**src/rtl/zx_pkg.sv**
```systemverilog
// Shared definitions for the ULA output-port slice: the port number,
// the write-capture state encoding, border FIFO depth and the DAC level helper.
package zx_pkg;

  localparam logic [7:0] ZX_PORT_FE      = 8'hFE;
  localparam int         BCHG_FIFO_DEPTH = 4;

  typedef enum logic {
    ST_IDLE         = 1'b0,
    ST_WAIT_RELEASE = 1'b1
  } zx_wr_state_t;

  // EAR dominates the speaker mix; MIC leaks through at a quarter of that level.
  function automatic logic [7:0] zx_dac_level(input logic ear, input logic mic);
    return (ear ? 8'hC0 : 8'h00) + (mic ? 8'h30 : 8'h00);
  endfunction

endpackage

```
**src/rtl/zx_bchg_fifo.sv**
```systemverilog
// Four-entry FIFO of border colour changes. A pop and a push in the same
// edge are allowed even when full; an unaccepted push into a full FIFO is
// dropped and latches a sticky overflow flag. When empty, the data output
// keeps showing the most recently popped colour.
module zx_bchg_fifo
  import zx_pkg::*;
(
  input  logic       clk,
  input  logic       reset,
  input  logic       i_push,
  input  logic [2:0] i_push_data,
  input  logic       i_pop,
  output logic [2:0] o_data,
  output logic       o_valid,
  output logic       o_full,
  output logic       o_ovf
);

  logic [2:0] r_mem [0:BCHG_FIFO_DEPTH-1];
  logic [1:0] r_wr_ptr;
  logic [1:0] r_rd_ptr;
  logic [2:0] r_count;
  logic [2:0] r_last;
  logic       r_ovf;

  logic w_empty;
  logic w_full;
  logic w_pop;
  logic w_push_ok;
  logic w_drop;

  assign w_empty   = (r_count == 3'd0);
  assign w_full    = (r_count == 3'(BCHG_FIFO_DEPTH));
  assign w_pop     = i_pop && !w_empty;
  assign w_push_ok = i_push && (!w_full || w_pop);
  assign w_drop    = i_push && w_full && !w_pop;

  assign o_valid = !w_empty;
  assign o_full  = w_full;
  assign o_ovf   = r_ovf;
  assign o_data  = w_empty ? r_last : r_mem[r_rd_ptr];

  // Storage array: written only on an accepted push, no reset needed.
  always_ff @(posedge clk) begin
    if (w_push_ok) begin
      r_mem[r_wr_ptr] <= i_push_data;
    end
  end

  // Pointers, occupancy, held head value and the sticky overflow flag.
  always_ff @(posedge clk) begin
    if (reset) begin
      r_wr_ptr <= 2'd0;
      r_rd_ptr <= 2'd0;
      r_count  <= 3'd0;
      r_last   <= 3'd0;
      r_ovf    <= 1'b0;
    end else begin
      if (w_pop) begin
        r_last   <= r_mem[r_rd_ptr];
        r_rd_ptr <= r_rd_ptr + 2'd1;
      end
      if (w_push_ok) begin
        r_wr_ptr <= r_wr_ptr + 2'd1;
      end
      case ({w_push_ok, w_pop})
        2'b10:   r_count <= r_count + 3'd1;
        2'b01:   r_count <= r_count - 3'd1;
        default: r_count <= r_count;
      endcase
      if (w_drop) begin
        r_ovf <= 1'b1;
      end
    end
  end

endmodule

```
**src/rtl/zx_ula_out.sv**
```systemverilog
// ZX Spectrum ULA output side: captures CPU writes to port FE into the
// border/MIC/EAR latches once per bus cycle, queues border colour changes
// for a consumer, and drives the speaker.
// Build option: define ZX_ULA_OUT_AUDIO_DAC_EN to drive the speaker from a
// first-order delta-sigma mix of EAR and MIC instead of EAR directly.
module zx_ula_out
  import zx_pkg::*;
(
  input  logic        clk,
  input  logic        reset,
  input  logic        ce,
  input  logic        wr_n,
  input  logic [15:0] ad,
  input  logic [7:0]  data_bus,
  output logic [2:0]  border,
  output logic        mic,
  output logic        ear,
  output logic        audio_out,
  output logic        bchg_valid,
  output logic [2:0]  bchg_data,
  input  logic        bchg_ready,
  output logic        bchg_ovf
);

  zx_wr_state_t r_state;
  logic [2:0]   r_border;
  logic         r_mic;
  logic         r_ear;

  logic w_hit;
  logic w_capture;
  logic w_push;
  logic w_fifo_full_unused;
  logic w_unused_bits;

  // The ULA decodes only the low address byte; the upper data bits have no function.
  assign w_unused_bits = ^{ad[15:8], data_bus[7:5]};

  assign w_hit     = !ce && !wr_n && (ad[7:0] == ZX_PORT_FE);
  assign w_capture = (r_state == ST_IDLE) && w_hit;
  assign w_push    = w_capture && (data_bus[2:0] != r_border);

  assign border = r_border;
  assign mic    = r_mic;
  assign ear    = r_ear;

  // Write-capture FSM: latch once, then wait for the bus cycle to end.
  always_ff @(posedge clk) begin
    if (reset) begin
      r_state  <= ST_IDLE;
      r_border <= 3'b000;
      r_mic    <= 1'b0;
      r_ear    <= 1'b0;
    end else begin
      case (r_state)
        ST_IDLE: begin
          if (w_hit) begin
            r_border <= data_bus[2:0];
            r_mic    <= data_bus[3];
            r_ear    <= data_bus[4];
            r_state  <= ST_WAIT_RELEASE;
          end
        end
        ST_WAIT_RELEASE: begin
          if (wr_n || ce) begin
            r_state <= ST_IDLE;
          end
        end
        default: r_state <= ST_IDLE;
      endcase
    end
  end

  zx_bchg_fifo u_bchg_fifo (
    .clk         (clk),
    .reset       (reset),
    .i_push      (w_push),
    .i_push_data (data_bus[2:0]),
    .i_pop       (bchg_ready),
    .o_data      (bchg_data),
    .o_valid     (bchg_valid),
    .o_full      (w_fifo_full_unused),
    .o_ovf       (bchg_ovf)
  );

`ifdef ZX_ULA_OUT_AUDIO_DAC_EN
  logic [8:0] r_acc;

  assign audio_out = r_acc[8];

  // Delta-sigma accumulator: the carry out density equals level/256.
  always_ff @(posedge clk) begin
    if (reset) begin
      r_acc <= 9'd0;
    end else begin
      r_acc <= {1'b0, r_acc[7:0]} + {1'b0, zx_dac_level(r_ear, r_mic)};
    end
  end
`else
  logic r_audio;

  assign audio_out = r_audio;

  // Speaker mirrors EAR, updated on the same capture edge.
  always_ff @(posedge clk) begin
    if (reset) begin
      r_audio <= 1'b0;
    end else if (w_capture) begin
      r_audio <= data_bus[4];
    end
  end
`endif

endmodule
```
**config.mk**
```make
export PLATFORM = sky130hd
export DESIGN_NAME = zx_ula_out
export DESIGN_NICKNAME = d
export VERILOG_FILES = /design/src/rtl/zx_pkg.sv /design/src/rtl/zx_bchg_fifo.sv /design/src/rtl/zx_ula_out.sv
export SDC_FILE = /design/constraint.sdc
export NUM_CORES = 1
export LEC_CHECK = 0
export BUFFER_PORTS_ARGS = -buffer_cell sky130_fd_sc_hd__buf_2
export CAP_MARGIN = 20
export CORE_AREA = 2 2 58 60
export CTS_BUF_LIST = sky130_fd_sc_hd__clkbuf_8
export DETAILED_ROUTE_END_ITERATION = 12
export DIE_AREA = 0 0 60 62
export MAX_ROUTING_LAYER = met4
export PLACE_DENSITY = 0.74
export REMOVE_ABC_BUFFERS = 1
export SYNTH_ARGS = -nofsm -noshare
export SYNTH_HDL_FRONTEND = slang
export SYNTH_SLANG_ARGS = --single-unit
```
**constraint.sdc**
```tcl
create_clock -name clk -period 2.6 [get_ports clk]
set_input_delay 0.26 -clock clk [delete_from_list [all_inputs] [get_ports clk]]
set_output_delay 0.26 -clock clk [all_outputs]
set_load 0.005 [all_outputs]
```
==> results.py <==
metrics = {
    "die": {
        "io_pins": 40,
        "die_w_um": 60,
        "rows": 21,
        "die-height_um": 62,
        "dieArea_mm2": 0.00372,
        "initial_core_util_pct": 44.4,
        "core_area_mm2": 0.00318,
    },
    "global_route": {
        "antenna_found_initial": 0,
        "overflow": 0,
        "grt_pass1_wl_um": 4080,
        "globalRouteTotalUtil_pct": 15.5,
        "grt_max_degree": 26,
        "grt_pass1_vias": 930,
    },
    "run_status": {
        "outcome": "finished, final reports clean",
    },
    "critical_path": {
        "path_cells": "or4_4 -> nor3_4 -> and2_0 -> nor2_1 -> fa_1 -> or4b_2 -> nand4_1",
        "cp_slowest_cell": "or4b_2",
        "startpoint_type": "flip-flop",
        "worst-endpoint-arrival_ns": 2.60,
        "cp_max_fo": 2,
        "crit_end": "u_bchg_fifo.r_count[1]$_SDFFE_PP0P_",
        "ff2ff_path_depth": 7,
        "rrSetupSlack_ns": 0.22,
        "path_class": "flip-flop to flip-flop",
        "cpPeakStageDelay_ns": 0.59,
        "end_kind": "flip-flop",
        "crit_start": "r_state$_SDFF_PP0_",
        "reg2reg_from": "r_state$_SDFF_PP0_",
        "required_ns": 2.82,
        "timing.rr.end": "u_bchg_fifo.r_count[1]$_SDFFE_PP0P_",
    },
    "finish": {
        "finalNetCount": 188,
        "drive_gt1_share_pct": 29.7,
        "final_common_cell": "buf_2",
        "syn_to_final_growth_pct": 19.3,
        "final_cell_mix": "buf_2 (28), dfxtp_1 (19), nor2_1 (15)",
        "stdcell_area_mm2": 0.00168,
        "antenna_cells": 0,
    },
    "clock_network": {
        "insertion_delay_ns": 0.28,
        "clock_sinks": 31,
        "htree_levels": 2,
        "ctsRootBufferMaster": "clkbuf_8",
        "cts_buffer_depth": 2,
        "path_clk_slew_ns": 0.07,
        "cts_setup_buffers": 0,
        "cts_buffers": 5,
        "cts_tree": "built",
        "holdBufCountCts": 0,
        "cts_resized": 0,
    },
    "routing": {
        "final_antenna_net_count": 0,
        "dr.pass1.iters": 4,
        "via_per_inst": 5.00,
        "detail_route.drc_violations": 0,
        "avgRoutedWirePerCell_um": 12.5,
        "vias": 1006,
        "drtIter0Drc": 59,
        "wl_um": 2520,
    },
    "placement": {
        "placed_area_mm2": 0.00160,
        "io_buffers": 28,
        "gp_congestion": 0.762,
        "dpl.hpwl_um": 1900,
    },
    "logic_synthesis": {
        "avgSynthCellArea_um2": 11.7,
        "synthTopCellsByArea": "dfxtp_1 (27%), edfxtp_1 (26%), mux4_2 (4.8%), mux2i_1 (4.3%), nor2_1 (4.0%)",
        "yosysTopAreaCell": "dfxtp_1",
        "synth_cells": 121,
        "yosys_warnings": 0,
        "ys_seq_area_share_pct": 52.5,
        "yosysTopAreaCellShare_pct": 27.0,
        "ys_ff_latch": 31,
        "ys_types": 35,
        "syn-cell-area_mm2": 0.00141,
    },
    "timing": {
        "final_max_slew_viol_count": 0,
        "hold_violations": 0,
        "worst_slew_pin_slew_ns": 0.459,
        "period_share_pct": 91.7,
        "max_clock_freq_ghz": 0.419,
        "relSlewSlack_pct": 69.0,
        "rsz0062_at_grt": "no",
        "fin_setup_tns_ns": 0,
        "clock_skew_ns": 0.00741,
        "finalSetupViolCount": 0,
        "finalCriticalPeriod_ns": 2.38,
    },
    "power": {
        "powerDensity_mw_per_mm2": 529,
        "p_leak_nw": 0.678,
        "ir_drop_mv": 0.401,
        "totalPowerFinal_mw": 0.890,
    },
    "hold_path": {
        "hp-class": "primary input to flip-flop",
    },
    "flow_run": {
        "maxCapViolCount": 0,
    },
}
## critical path: cells and delay by family (launching register included)
family / cells / cell delay [ns]
fa+ha+maj: 1 / 0.50
flops: 1 / 0.31
simple gates: 6 / 1.52
## worst min-delay path by stage
stage | from | to | slack [ns] | cells past startpoint
finish | data_bus[4] | ear$_SDFFE_PP0P_ | 0.23 | 3
global route | data_bus[4] | ear$_SDFFE_PP0P_ | 0.25 | 3
CTS | data_bus[4] | ear$_SDFFE_PP0P_ | 0.22 | 3
detailed placement | u_bchg_fifo.r_last[2]$_SDFFE_PP0P_ | u_bchg_fifo.r_last[2]$_SDFFE_PP0P_ | 0.45 | 2
global placement | u_bchg_fifo.r_last[1]$_SDFFE_PP0P_ | u_bchg_fifo.r_last[1]$_SDFFE_PP0P_ | 0.44 | 2
floorplan | reset | u_bchg_fifo.r_last[0]$_SDFFE_PP0P_ | 0.33 | 1
## where the power goes
group / internal, mW / leakage, nW / switching [mW]
Sequential: 0.505 / 0.261 / 0.000969
Combinational: 0.0180 / 0.373 / 0.0215
Clock: 0.178 / 0.0444 / 0.167
Total: 0.701 / 0.678 / 0.189
## synth_stat cells, drive strengths merged
library cell / number
nor3: 3
ha: 4
dfxtp: 19
nor2: 15
clkbuf: 2
and3: 4
nand2: 8
a21oi: 5
mux2i: 6
nor2b: 2
nand4b: 3
edfxtp: 12
and2: 2
nand2b: 1
xnor2: 5
mux2: 4
fa: 1
xor2: 1
or4b: 3
mux4: 3
nor4b: 1
a31oi: 2
inv: 3
a211oi: 1
nand4: 3
nand3: 2
buf: 4
or4: 2
## metrics by stage
step	utilization [%]	setup WS, ns	cells	hold WS, ns
final	52.9	0.216	201	0.225
after global routing	52.9	0.131	201	0.253
after CTS	52.9	0.199	201	0.224
after detailed placement	50.4	0.0289	193	0.452
after global placement	50.4	0.104	193	0.438
after floorplan	-	-0.113	115	0.329
## state kept, by name (all words and copies together), names as in the netlist, named ones only
register	count
mic	1
border	3
u_bchg_fifo.r_rd_ptr	2
u_bchg_fifo.r_mem	12
u_bchg_fifo.r_last	3
u_bchg_fifo.o_ovf	1
ear	1
u_bchg_fifo.r_count	3
u_bchg_fifo.r_wr_ptr	2
r_state	1
## layer usage
layer,track usage (%),vias to the layer above,routed length [µm]
met5,-,-,0
met4,6.03,0,40
met3,4.97,7,84
met2,25.6,14,1310
met1,17.5,486,1080
li1,-,499,-
## logic make-up (layout without fill, tap and decap cells)
group / after synthesis / in the layout / share of synthesized area [%]
compound gates: 8 / 8 / 3.19
fa+ha+maj: 5 / 5 / 4.97
flops: 31 / 31 / 52.5
mux: 13 / 13 / 12.2
buf+inv: 9 / 43 / 3.37
xor+xnor: 6 / 6 / 3.73
simple gates: 49 / 49 / 20.0
## area by class of cell
cell class / count / area (µm²)
Inverter: 3 / 11.3
Clock inverter: 3 / 11.3
Sequential cell: 31 / 741
Clock buffer: 5 / 68.8
Tap cell: 46 / 57.6
Fill cell: 294 / 1500
Multi-Input combinational cell: 81 / 622
Timing Repair Buffer: 32 / 170
No activity file was read; power rests on OpenSTA's default activity.
